<file path="src/rtl/fetch_redirect_unit.sv">
// Instruction-fetch stage: owns the PC and IF/ID register, drives a wait-state imem handshake,
// and redirects/squashes on taken branches. Optional taken-branch counter: FETCH_BRANCH_STATS_EN.
module fetch_redirect_unit #(
    parameter int                     PC_WIDTH    = 64,
    parameter int                     INSTR_WIDTH = 32,
    parameter logic [PC_WIDTH-1:0]    RESET_PC    = '0,
    parameter logic [INSTR_WIDTH-1:0] NOP_INSTR   = 32'h00000013
) (
    input  logic                   clk,
    input  logic                   reset,
    input  logic                   switch_branch,
    input  logic [PC_WIDTH-1:0]    branch_target,
    input  logic                   stall,
    output logic                   imem_req,
    output logic [PC_WIDTH-1:0]    imem_addr,
    input  logic                   imem_ready,
    input  logic [INSTR_WIDTH-1:0] imem_rdata,
    output logic [PC_WIDTH-1:0]    pc_out,
    output logic [PC_WIDTH-1:0]    if_id_pc,
    output logic [INSTR_WIDTH-1:0] if_id_instr,
    output logic                   if_id_valid,
    output logic                   flush_id_ex
`ifdef FETCH_BRANCH_STATS_EN
    ,
    output logic [31:0]            taken_branch_count
`endif
);

    typedef enum logic [1:0] {
        RUN  = 2'd0,
        DROP = 2'd1,
        HOLD = 2'd2
    } state_e;

    state_e                 state_q, state_d;
    logic [PC_WIDTH-1:0]    pc_q, pc_d;
    logic [PC_WIDTH-1:0]    tgt_q, tgt_d;
    logic [PC_WIDTH-1:0]    hold_pc_q, hold_pc_d;
    logic [INSTR_WIDTH-1:0] hold_instr_q, hold_instr_d;
    logic [PC_WIDTH-1:0]    if_id_pc_q, if_id_pc_d;
    logic [INSTR_WIDTH-1:0] if_id_instr_q, if_id_instr_d;
    logic                   if_id_valid_q, if_id_valid_d;

    logic                   accept;
    logic [PC_WIDTH-1:0]    target_aligned;
    logic [PC_WIDTH-1:0]    pc_plus4;

    function automatic logic [PC_WIDTH-1:0] pc_inc(input logic [PC_WIDTH-1:0] pc);
        return pc + PC_WIDTH'(4);
    endfunction

    // Held low during reset so nothing is requested until the first cycle after release.
    assign imem_req       = reset && (state_q != HOLD);
    assign imem_addr      = pc_q;
    assign accept         = imem_req && imem_ready;
    assign target_aligned = branch_target & ~PC_WIDTH'(3);
    assign pc_plus4       = pc_inc(pc_q);

    assign pc_out      = pc_q;
    assign if_id_pc    = if_id_pc_q;
    assign if_id_instr = if_id_instr_q;
    assign if_id_valid = if_id_valid_q;
    assign flush_id_ex = switch_branch;

    always_comb begin
        state_d       = state_q;
        pc_d          = pc_q;
        tgt_d         = tgt_q;
        hold_pc_d     = hold_pc_q;
        hold_instr_d  = hold_instr_q;
        if_id_pc_d    = if_id_pc_q;
        if_id_instr_d = if_id_instr_q;
        if_id_valid_d = if_id_valid_q;

        case (state_q)
            RUN: begin
                if (accept) begin
                    if (switch_branch) begin
                        pc_d          = target_aligned;
                        if_id_valid_d = 1'b0;
                        if_id_instr_d = NOP_INSTR;
                    end else if (stall) begin
                        hold_pc_d    = pc_q;
                        hold_instr_d = imem_rdata;
                        pc_d         = pc_plus4;
                        state_d      = HOLD;
                    end else begin
                        if_id_pc_d    = pc_q;
                        if_id_instr_d = imem_rdata;
                        if_id_valid_d = 1'b1;
                        pc_d          = pc_plus4;
                    end
                end else if (switch_branch) begin
                    // The in-flight request must still complete before the redirect can issue.
                    tgt_d         = target_aligned;
                    if_id_valid_d = 1'b0;
                    if_id_instr_d = NOP_INSTR;
                    state_d       = DROP;
                end else if (!stall) begin
                    if_id_valid_d = 1'b0;
                    if_id_instr_d = NOP_INSTR;
                end
            end
            DROP: begin
                if_id_valid_d = 1'b0;
                if_id_instr_d = NOP_INSTR;
                if (switch_branch) begin
                    tgt_d = target_aligned;
                end
                if (accept) begin
                    pc_d    = switch_branch ? target_aligned : tgt_q;
                    state_d = RUN;
                end
            end
            HOLD: begin
                if (switch_branch) begin
                    pc_d          = target_aligned;
                    if_id_valid_d = 1'b0;
                    if_id_instr_d = NOP_INSTR;
                    state_d       = RUN;
                end else if (!stall) begin
                    if_id_pc_d    = hold_pc_q;
                    if_id_instr_d = hold_instr_q;
                    if_id_valid_d = 1'b1;
                    state_d       = RUN;
                end
            end
            default: begin
                state_d = RUN;
            end
        endcase
    end

    always_ff @(posedge clk or negedge reset) begin
        if (!reset) begin
            state_q       <= RUN;
            pc_q          <= RESET_PC;
            tgt_q         <= '0;
            hold_pc_q     <= '0;
            hold_instr_q  <= '0;
            if_id_pc_q    <= '0;
            if_id_instr_q <= NOP_INSTR;
            if_id_valid_q <= 1'b0;
        end else begin
            state_q       <= state_d;
            pc_q          <= pc_d;
            tgt_q         <= tgt_d;
            hold_pc_q     <= hold_pc_d;
            hold_instr_q  <= hold_instr_d;
            if_id_pc_q    <= if_id_pc_d;
            if_id_instr_q <= if_id_instr_d;
            if_id_valid_q <= if_id_valid_d;
        end
    end

`ifdef FETCH_BRANCH_STATS_EN
    logic [31:0] br_cnt_q;

    function automatic logic [31:0] sat_inc32(input logic [31:0] v);
        return (v == 32'hFFFF_FFFF) ? v : v + 32'd1;
    endfunction

    always_ff @(posedge clk or negedge reset) begin
        if (!reset) begin
            br_cnt_q <= '0;
        end else if (switch_branch) begin
            br_cnt_q <= sat_inc32(br_cnt_q);
        end
    end

    assign taken_branch_count = br_cnt_q;
`endif

endmodule
</file>
<file path="config.mk">
export PLATFORM = sky130hd
export DESIGN_NAME = fetch_redirect_unit
export DESIGN_NICKNAME = d
export VERILOG_FILES = /design/src/rtl/fetch_redirect_unit.sv
export SDC_FILE = /design/constraint.sdc
export NUM_CORES = 1
export LEC_CHECK = 0
export ABC_AREA = 1
export BUFFER_PORTS_ARGS = -buffer_cell sky130_fd_sc_hd__buf_4
export CAP_MARGIN = 5
export CELL_PAD_IN_SITES_DETAIL_PLACEMENT = 1
export CELL_PAD_IN_SITES_GLOBAL_PLACEMENT = 1
export CORE_MARGIN = 2
export CORE_UTILIZATION = 41
export DETAILED_ROUTE_END_ITERATION = 7
export PLACE_DENSITY = 0.79
export SYNTH_ARGS = -nofsm -noshare
export SYNTH_HDL_FRONTEND = slang
export SYNTH_SLANG_ARGS = --single-unit
export TNS_END_PERCENT = 50
</file>
<file path="constraint.sdc">
create_clock -name clk -period 2.4 [get_ports clk]
set_clock_uncertainty 0.15 [all_clocks]
set_input_delay 0.24 -clock clk [delete_from_list [all_inputs] [get_ports clk]]
set_output_delay 0.24 -clock clk [all_outputs]
set_load 0.005 [all_outputs]
</file>
==> impl_metrics.toml <==
[power]
peakVddDrop_v = 0.000680
power.density_nw_per_um2 = 1340
p_leak_nw = 11.0

[timing]
rsz0062_at_grt = "no"
finalSetupTns_ns = 0
setup_viol = 0
fin_crit_sh_pct = 94.5
max_freq_ghz = 0.441
finalCriticalPeriod_ns = 2.27
worst_pin_slew_ns = 1.09
slew_violations = 0
max_slew_margin_pct = 27.4
hold_violations = 0
holdWs_ns = 0.0281

[worst_setup_path]
crit_slowest_cell = "dfrtp_1"
rrSetupSlack_ns = 0.15
worstPathArrival_ns = 1.88
crit_path_end_kind = "output pin"
cp_data_required_time_ns = 2.01
path_buf_inv = 3
worstSetupStartpointType = "register"
cpPeakStageDelay_ns = 0.38
cpLargestDelayFamily = "buffers and inverters"
cp_cell_sequence = "inv_1, ha_2, buf_6, nor2_1, buf_4"
critPathKind = "register to output pin"
path_max_fanout = 35

[clock_network]
cts.sinks = 323
cts_max_level = 2
clk_pin_slew_ns = 0.06
root_buffer = "clkbuf_16"
clkLatencyLatePin_ns = 0.57
post_cts_buffers = 0
cts_tree = "done"
cts_max_path_buffers = 3
cts_made_buffers = 38

[detailed_routing]
drt_iter0_markers = 1704
vias = 18598
drc = 0
antenna_left = 0
m1WireLength_um = 32300
top_layer = "met5"
met2_length_um = 34000
vias_per_cell = 5.53
wl_um = 73400
firstDrtPassIters = 5
avgRoutedWirePerCell_um = 21.8
wl_met3_um = 4590

[floorplanning]
core.rowCount = 76
dieArea_sq_um = 45100
die_x_um = 212
core_area_sq_um = 43000
start_util_pct = 41.4
ioPinCount = 328
die_h_um = 212

[grt]
grt_pass1_wl_um = 111000
grt_pass1_vias = 19016
overflow = 0
track_usage_pct = 32.1
grt_max_degree = 175
antenna_found_initial = 7

[yosys]
synth_top_family_by_area = "simple AND/OR/NAND/NOR gates"
synth_largest_area_cell = "dfrtp_1"
synth_xor_area_share_pct = 0.148
syn_area_sq_um = 17800
yosysSeqAreaShare_pct = 45.5
synth_fa_ha_area_share_pct = 0.352
ys_ff_latch = 323
netlist_instances = 2421
synth-simple-area-share_pct = 24.7
syn_avg_cell_area_sq_um = 7.35
ys.flop_type = "dfrtp_1"
synth_area_leaders = "dfrtp_1 (45%), nand2_1 (15%), o21ai_0 (8.7%)"
syn_nets = 2527
synth_warnings = 0
synth_commonest_cells = "nand2_1 (701), dfrtp_1 (320), o21ai_0 (311)"
synth_edf_count = 0
synth_top_area_share_pct = 45.0
synthArstFlopShare_pct = 100
synth_compound_area_share_pct = 18.7
synthMuxAreaShare_pct = 0.190
synth.distinct_cells = 38
yosysMostFrequentCell = "nand2_1"

[status]
outcome = "complete, no violations"

[flow_run]
drv_cap = 0

[cells_and_area]
num-nets-final = 2851
syn2layout_area_growth_pct = 29.1
drive_gt1_share_pct = 19.1

[min_path]
hp-class = "input port to register"

[placement]
io_buffers = 325
dp_hpwl_um = 49200
gp_congestion = 0.916
==> cells by family after synthesis <==
kind of cell    after synthesis
simple gates               1074
compound gates              612
buf+inv                     401
flops                       323
fa+ha+maj                     5
xor+xnor                      3
mux                           3
==> flip-flops by register name, indices dropped and copies added (netlist names) <==
| signal | cells |
|---|---|
| hold_instr_q | 32 |
| state_q | 2 |
| if_id_valid | 1 |
| tgt_q | 64 |
| imem_addr | 64 |
| if_id_pc | 64 |
| if_id_instr | 32 |
| hold_pc_q | 64 |
==> where the power goes <==
part | internal (mW) | switching, mW
combinational | 5.76 | 8.54
clock | 3.63 | 2.47
sequential | 8.08 | 2.30
==> metal layers <==
layer / GRT usage [%] / up-vias
li1: - / 8488
met1: 44.8 / 9243
met2: 50.9 / 707
met3: 4.99 / 154
met4: 11.2 / 6
met5: 0 / -
==> layout make-up <==
type,count,area [sq um]
Antenna cell,4,10.0
Fill cell,5357,20000
Tap cell,585,732
Clock buffer,57,1140
Timing Repair Buffer,491,4200
Clock inverter,12,164
Multi-Input combinational cell,1697,7900
Sequential cell,323,8090
Inverter,194,732
==> repair_timing <==
| item | in CTS | in global routing |
|---|---|---|
| gates resized for setup | 0 | 8 |
| hold endpoints to repair | 497 | 0 |
| setup endpoints to repair | 0 | 41 |
| hold buffers | 94 | 0 |
==> path summary, 6_finish.rpt <==
check	startpoint	to	depth (start not counted)
setup / recovery	state_q[0]	imem_req	5
hold / removal	branch_target[21]	tgt_q[21]	5
setup reg to reg	imem_addr[14]	imem_addr[33]	9
hold reg to reg	hold_pc_q[19]	hold_pc_q[19]	2
max in group asynchronous	reset	if_id_pc[55]	3
min in group asynchronous	reset	tgt_q[6]	3
==> per-stage QoR <==
| step | setup WS [ns] | total power [mW] | std cells | utilization, % | instance area, sq um |
|---|---|---|---|---|---|
| finish | 0.133 | 30.8 | 3363 | 53.4 | 23000 |
| floorplan | 0.456 | 17.4 | 2421 | - | 17800 |
| detailed placement | 0.0864 | 23.8 | 3194 | 48.0 | 20600 |
| global placement | 0.170 | 23.2 | 3194 | 48.0 | 20600 |
| CTS | 0.0237 | 30.2 | 3357 | 53.2 | 22900 |
| global route | 0.00342 | 32.8 | 3363 | 53.4 | 23000 |
==> cells in the final DEF, fill, tap and decap left out, types with 41 or more instances in the layout <==
| cell | netlist | layout |
|---|---|---|
| nand3_1 | 109 | 109 |
| inv_1 | 184 | 184 |
| a22oi_1 | 51 | 51 |
| nand2_1 | 701 | 701 |
| o21ai_0 | 311 | 311 |
| buf_4 | 76 | 375 |
| clkbuf_16 | 0 | 41 |
| nor2_1 | 211 | 209 |
| dlygate4sd3_1 | 0 | 94 |
| a21oi_1 | 159 | 159 |
| dfrtp_1 | 320 | 319 |
==> worst register-to-register path, delay by kind of cell (launching register included) <==
kind / cells / cell delay [ns]
AND/OR/NAND/NOR: 8 / 1.09
flip-flops: 1 / 0.52
AO/OA/AOI/OAI: 1 / 0.37
Note: power is estimated with default switching activity, not from simulation.
